$ cat config.mk
export PLATFORM = sky130hd
export DESIGN_NAME = id_entry_ctrl
export DESIGN_NICKNAME = d
export VERILOG_FILES = /design/src/rtl/id_entry_ctrl.sv
export SDC_FILE = /design/constraint.sdc
export NUM_CORES = 1
export LEC_CHECK = 0
export ABC_AREA = 1
export BUFFER_PORTS_ARGS = -buffer_cell sky130_fd_sc_hd__buf_2
export CAP_MARGIN = 15
export CORE_ASPECT_RATIO = 0.75
export CORE_MARGIN = 3
export CORE_UTILIZATION = 45
export DETAILED_ROUTE_END_ITERATION = 8
export GPL_ROUTABILITY_DRIVEN = 0
export MAX_ROUTING_LAYER = met4
export PLACE_DENSITY = 0.69
export SYNTH_ARGS = -nofsm -noshare
export SYNTH_HDL_FRONTEND = slang
export SYNTH_SLANG_ARGS = --single-unit
$ cat constraint.sdc
create_clock -name clk100mhz -period 3.5 [get_ports clk100mhz]
set_clock_uncertainty 0.05 [all_clocks]
set_input_delay 1.05 -clock clk100mhz [delete_from_list [all_inputs] [get_ports clk100mhz]]
set_output_delay 1.05 -clock clk100mhz [all_outputs]
set_load 0.02 [all_outputs]
$ cat src/rtl/id_entry_ctrl.sv
// Mode/sequence controller for 8-digit student-ID entry: owns edit buffer, cursor and
// stored ID, and drives the registered digit/blank bus for the 7-seg scan driver.
module id_entry_ctrl #(
    parameter int DIGITS     = 8,
    parameter int SCROLL_DIV = 50_000_000
) (
    input  logic        clk100mhz,
    input  logic        clr,
    input  logic        key_wei_p,
    input  logic        key_shuzi_p,
    input  logic        key_enter_p,
    input  logic        key_input_p,
    input  logic        key_disp_p,
    output logic [31:0] disp_digits,
    output logic [7:0]  blank,
    output logic [2:0]  cursor,
    output logic [1:0]  mode,
    output logic        id_valid
);

    localparam int CNT_W = (SCROLL_DIV > 1) ? $clog2(SCROLL_DIV) : 1;
    localparam logic [CNT_W-1:0] CNT_TERM = CNT_W'(SCROLL_DIV - 1);

    typedef enum logic [1:0] {
        ST_IDLE  = 2'b00,
        ST_INPUT = 2'b01,
        ST_DISP  = 2'b10
    } state_t;

    typedef enum logic [2:0] {
        ACT_NONE  = 3'd0,
        ACT_INPUT = 3'd1,
        ACT_ENTER = 3'd2,
        ACT_DISP  = 3'd3,
        ACT_WEI   = 3'd4,
        ACT_SHUZI = 3'd5
    } act_t;

    // BCD digit increment, 9 wraps to 0 so A-F can never appear
    function automatic logic [3:0] bcd_inc(input logic [3:0] d);
        logic [3:0] r;
        if (d >= 4'd9) begin
            r = 4'd0;
        end else begin
            r = d + 4'd1;
        end
        return r;
    endfunction

    // Rotate left by k nibbles: nibble 7 wraps round to position 0
    function automatic logic [31:0] rotl_nibbles(input logic [31:0] v, input logic [2:0] k);
        logic [63:0] tmp;
        tmp = {v, v} << {k, 2'b00};
        return tmp[63:32];
    endfunction

    state_t           state_r, state_s;
    act_t             act_s;
    logic [31:0]      edit_r, edit_s;
    logic [31:0]      id_r, id_s;
    logic             id_valid_r, id_valid_s;
    logic [2:0]       cursor_r, cursor_s;
    logic [CNT_W-1:0] cnt_r, cnt_s;
    logic [2:0]       offset_r, offset_s;
    logic [31:0]      digits_s;
    logic [7:0]       blank_s;

    // Single action per cycle, highest-priority key wins
    always_comb begin
        act_s = ACT_NONE;
        if (key_input_p) begin
            act_s = ACT_INPUT;
        end else if (key_enter_p) begin
            act_s = ACT_ENTER;
        end else if (key_disp_p) begin
            act_s = ACT_DISP;
        end else if (key_wei_p) begin
            act_s = ACT_WEI;
        end else if (key_shuzi_p) begin
            act_s = ACT_SHUZI;
        end else begin
            act_s = ACT_NONE;
        end
    end

    // State register
    always_ff @(posedge clk100mhz) begin
        if (clr) begin
            state_r    <= ST_IDLE;
            edit_r     <= 32'h0;
            id_r       <= 32'h0;
            id_valid_r <= 1'b0;
            cursor_r   <= 3'd7;
            cnt_r      <= '0;
            offset_r   <= 3'd0;
        end else begin
            state_r    <= state_s;
            edit_r     <= edit_s;
            id_r       <= id_s;
            id_valid_r <= id_valid_s;
            cursor_r   <= cursor_s;
            cnt_r      <= cnt_s;
            offset_r   <= offset_s;
        end
    end

    // Next-state logic
    always_comb begin
        state_s    = state_r;
        edit_s     = edit_r;
        id_s       = id_r;
        id_valid_s = id_valid_r;
        cursor_s   = cursor_r;
        cnt_s      = cnt_r;
        offset_s   = offset_r;
        case (state_r)
            ST_IDLE: begin
                if (act_s == ACT_INPUT) begin
                    state_s  = ST_INPUT;
                    edit_s   = 32'h0;
                    cursor_s = 3'd7;
                end else if (act_s == ACT_DISP && id_valid_r) begin
                    state_s  = ST_DISP;
                    cnt_s    = '0;
                    offset_s = 3'd0;
                end else begin
                    state_s = ST_IDLE;
                end
            end
            ST_INPUT: begin
                case (act_s)
                    ACT_INPUT: begin
                        edit_s   = 32'h0;
                        cursor_s = 3'd7;
                    end
                    ACT_ENTER: begin
                        id_s       = edit_r;
                        id_valid_s = 1'b1;
                        state_s    = ST_IDLE;
                    end
                    ACT_WEI: begin
                        cursor_s = cursor_r - 3'd1;
                    end
                    ACT_SHUZI: begin
                        edit_s[{cursor_r, 2'b00} +: 4] = bcd_inc(edit_r[{cursor_r, 2'b00} +: 4]);
                    end
                    default: begin
                        state_s = ST_INPUT;
                    end
                endcase
            end
            ST_DISP: begin
                if (cnt_r == CNT_TERM) begin
                    cnt_s    = '0;
                    offset_s = offset_r + 3'd1;
                end else begin
                    cnt_s = cnt_r + {{(CNT_W-1){1'b0}}, 1'b1};
                end
                if (act_s == ACT_INPUT) begin
                    state_s  = ST_INPUT;
                    edit_s   = 32'h0;
                    cursor_s = 3'd7;
                end else if (act_s == ACT_DISP) begin
                    state_s = ST_IDLE;
                end else begin
                    state_s = ST_DISP;
                end
            end
            default: begin
                state_s = ST_IDLE;
            end
        endcase
    end

    // Output decode from current state
    always_comb begin
        digits_s = 32'h0;
        blank_s  = 8'hFF;
        case (state_r)
            ST_IDLE: begin
                digits_s = 32'h0;
                blank_s  = 8'hFF;
            end
            ST_INPUT: begin
                digits_s = edit_r;
                blank_s  = 8'h00;
            end
            ST_DISP: begin
                digits_s = rotl_nibbles(id_r, offset_r);
                blank_s  = 8'h00;
            end
            default: begin
                digits_s = 32'h0;
                blank_s  = 8'hFF;
            end
        endcase
    end

    // Output registers, one cycle behind the state registers
    always_ff @(posedge clk100mhz) begin
        if (clr) begin
            disp_digits <= 32'h0;
            blank       <= 8'hFF;
            cursor      <= 3'd7;
            mode        <= 2'b00;
            id_valid    <= 1'b0;
        end else begin
            disp_digits <= digits_s;
            blank       <= blank_s;
            cursor      <= cursor_r;
            mode        <= state_r;
            id_valid    <= id_valid_r;
        end
    end

endmodule

==> impl_metrics.env <==
export IMPL_max_freq_mhz=396
export IMPL_dp_hpwl_um=14500
export IMPL_initial_core_util_pct=46.9
export IMPL_crit_fanout=12
export IMPL_routedWlPerCell_um=15.1
export IMPL_dr_total_vias=7080
export IMPL_die_x_um=153
export IMPL_synth_cell_types=38
export IMPL_die_y_um=116
export IMPL_syn_area_um2=7300
export IMPL_async_flop_share_pct=0
export IMPL_clk_pin_slew_ns=0.06
export IMPL_grt_first_pass_wirelength_um=33400
export IMPL_cts_tree="yes"
export IMPL_cts_resized=0
export IMPL_cts_buffers=17
export IMPL_grt_pass1_vias=6457
export IMPL_yosysWarningCount=0
export IMPL_hold_path_class="reg2reg"
export IMPL_clockRootBuffer="clkbuf_16"
export IMPL_antenna_found_initial=0
export IMPL_yosysSeqAreaShare_pct=37.8
export IMPL_synth_seq_cells=138
export IMPL_fin_util_pct=52.6
export IMPL_syn_inst=1114
export IMPL_num_nets_final=1154
export IMPL_slew_headroom_pct=33.9
export IMPL_synth_edff_count=0
export IMPL_drc_errors=0
export IMPL_grt_max_degree=66
export IMPL_postCtsSetupBuffers=0
export IMPL_power_leakage_nw=3.27
export IMPL_synthFlopType="dfxtp_1"
export IMPL_min_from="id_valid_r$_SDFFE_PP0P_"
export IMPL_critPathKind="reg2reg"
export IMPL_period_needed_ns=2.53
export IMPL_setup_tns_final_ns=0
export IMPL_diodes=0
export IMPL_rr_worst_depth=15
export IMPL_hold_buffers=0
export IMPL_die_area_um2=17800
export IMPL_power_mw=3.64
export IMPL_postRouteAntennaNets=0
export IMPL_cap_viol_max_count=0
export IMPL_final_layout_size_suffix_gt1_share_pct=11.4
export IMPL_dp_slack_ns=0.805
export IMPL_period_share_pct=72.2
export IMPL_cts_sinks=138
export IMPL_synth_area_per_cell_um2=6.55
export IMPL_hold_path_cell_count=2
export IMPL_synthToLayoutAreaGrowth_pct=12.1
export IMPL_drv_slew=0
export IMPL_r2r_start="cursor_r[1]$_SDFFE_PP1P_"
export IMPL_end_kind="flip-flop"
export IMPL_row_count=39
export IMPL_drt_iter0_drc=707
export IMPL_grt_overflow_total=0
export IMPL_core_area_um2=15600
export IMPL_status="complete, no violations"
export IMPL_finalSetupViolations=0
export IMPL_grt_use_total_pct=24.2
export IMPL_critPathLaunchType="flip-flop"
export IMPL_syn_nets=1132
export IMPL_cp_required_ns=3.80
export IMPL_layout_commonest_cell="nand2_1"
export IMPL_peakVddDrop_mv=0.323
export IMPL_worst_slack_ns=0.972
export IMPL_cp_arrival_ns=2.83
export IMPL_power_density_nw_per_um2=444
export IMPL_rsz0062_at_grt="no"
export IMPL_buffer_ports_inserted=52
export IMPL_cp_startpoint="cursor_r[1]$_SDFFE_PP1P_"
export IMPL_clockBufferDepth=2
export IMPL_tightest_slew_ns=0.990
export IMPL_finalHoldViolCount=0
export IMPL_via_per_inst=5.23
export IMPL_whs_ns=0.400
export IMPL_clk_latency_ns=0.43
export IMPL_wl_um=20500
export IMPL_htree_levels=4
export IMPL_dr_pass1_iters=5
export IMPL_pin_count=53
export IMPL_mostFrequentLayoutCells="nand2_1, dfxtp_1, a21oi_1, inv_1, o21ai_0"
-- report_power, final --
part	total [mW]	switching [mW]	internal, mW
registers	1.62	0.0175	1.60
logic	0.258	0.191	0.0670
clock network	1.76	0.691	1.07
total	3.64	0.899	2.74
-- sequential cells by signal, indices dropped and copies added (netlist names) --
name and flops:
offset_r 3, mode 2, id_r 32, edit_r 32, cursor_r 3, id_valid 1
disp_digits 32, blank 1, state_r 2, id_valid_r 1, cnt_r 26, cursor 3
-- path summary, 6_finish.rpt --
check                                  to  slack (ns)
hold / removal        id_valid$_SDFF_PP0_        0.40
hold reg to reg       id_valid$_SDFF_PP0_        0.40
setup reg to reg  edit_r[22]$_SDFFE_PP0P_        0.97
setup / recovery  edit_r[22]$_SDFFE_PP0P_        0.97
-- worst max-delay path: stages (launching register included) --
cell and delay (ns):
dfxtp_1 0.53, inv_2 0.18, nand3_1 0.12, nand2_1 0.08, nand2_1 0.08, nand2_2 0.11, inv_1 0.13, ha_1 0.15
inv_1 0.04, nor2_1 0.16, nand3_4 0.13, nand2_2 0.24, nand2_1 0.10, inv_2 0.16, nand2_1 0.08, a21oi_1 0.12
-- synthesized netlist by cell type, types with 5 or more instances --
cell type | instances | share of area, %
nand2_1 | 332 | 17
ha_1 | 11 | 1.9
nor3b_1 | 6 | 0.62
a21oi_1 | 121 | 8.3
dfxtp_1 | 138 | 38
o21ai_0 | 110 | 7.5
o211ai_1 | 6 | 0.62
nand3_1 | 55 | 3.8
buf_2 | 10 | 0.69
inv_2 | 9 | 0.46
clkbuf_1 | 33 | 1.7
buf_1 | 6 | 0.31
buf_6 | 5 | 0.77
nor3_1 | 21 | 1.4
nand4_1 | 18 | 1.5
buf_4 | 9 | 0.93
inv_1 | 119 | 6.1
nor2_1 | 63 | 3.2
nand2_2 | 5 | 0.43
-- per-layer routing --
| metal | GRT usage, % | vias up | wire, µm |
|---|---|---|---|
| met5 | - | - | 0 |
| met4 | 7.54 | 0 | 324 |
| met3 | 5.59 | 27 | 1590 |
| met2 | 33.6 | 235 | 8360 |
| met1 | 34.7 | 3179 | 10200 |
| li1 | - | 3639 | - |
-- stage by stage --
stage                     std cells  cell area (µm²)
after floorplan                1114             7300
after CTS                      1353             8190
final                          1353             8190
after global placement         1322             7600
after detailed placement       1322             7600
after global routing           1353             8190
-- kinds of logic after synthesis --
| group | after synthesis | share of synthesized area (%) |
|---|---|---|
| buffers and inverters | 191 | 11.0 |
| AOI/OAI and AO/OA | 253 | 18.4 |
| and+or+nand+nor | 517 | 30.4 |
| DFF | 138 | 37.8 |
| xor gates and xnor gates | 1 | 0.120 |
| adders and majority gates | 11 | 1.88 |
| muxes | 3 | 0.411 |
-- layout make-up --
type                            instances  area (µm²)
Clock buffer                           23         498
Clock inverter                          8        83.8
Fill cell                            1555        7380
Inverter                              128         480
Multi-Input combinational cell        785        3740
Sequential cell                       138        2760
Tap cell                              205         256
Timing Repair Buffer                   66         365
Power figures use the tool's default switching activity.
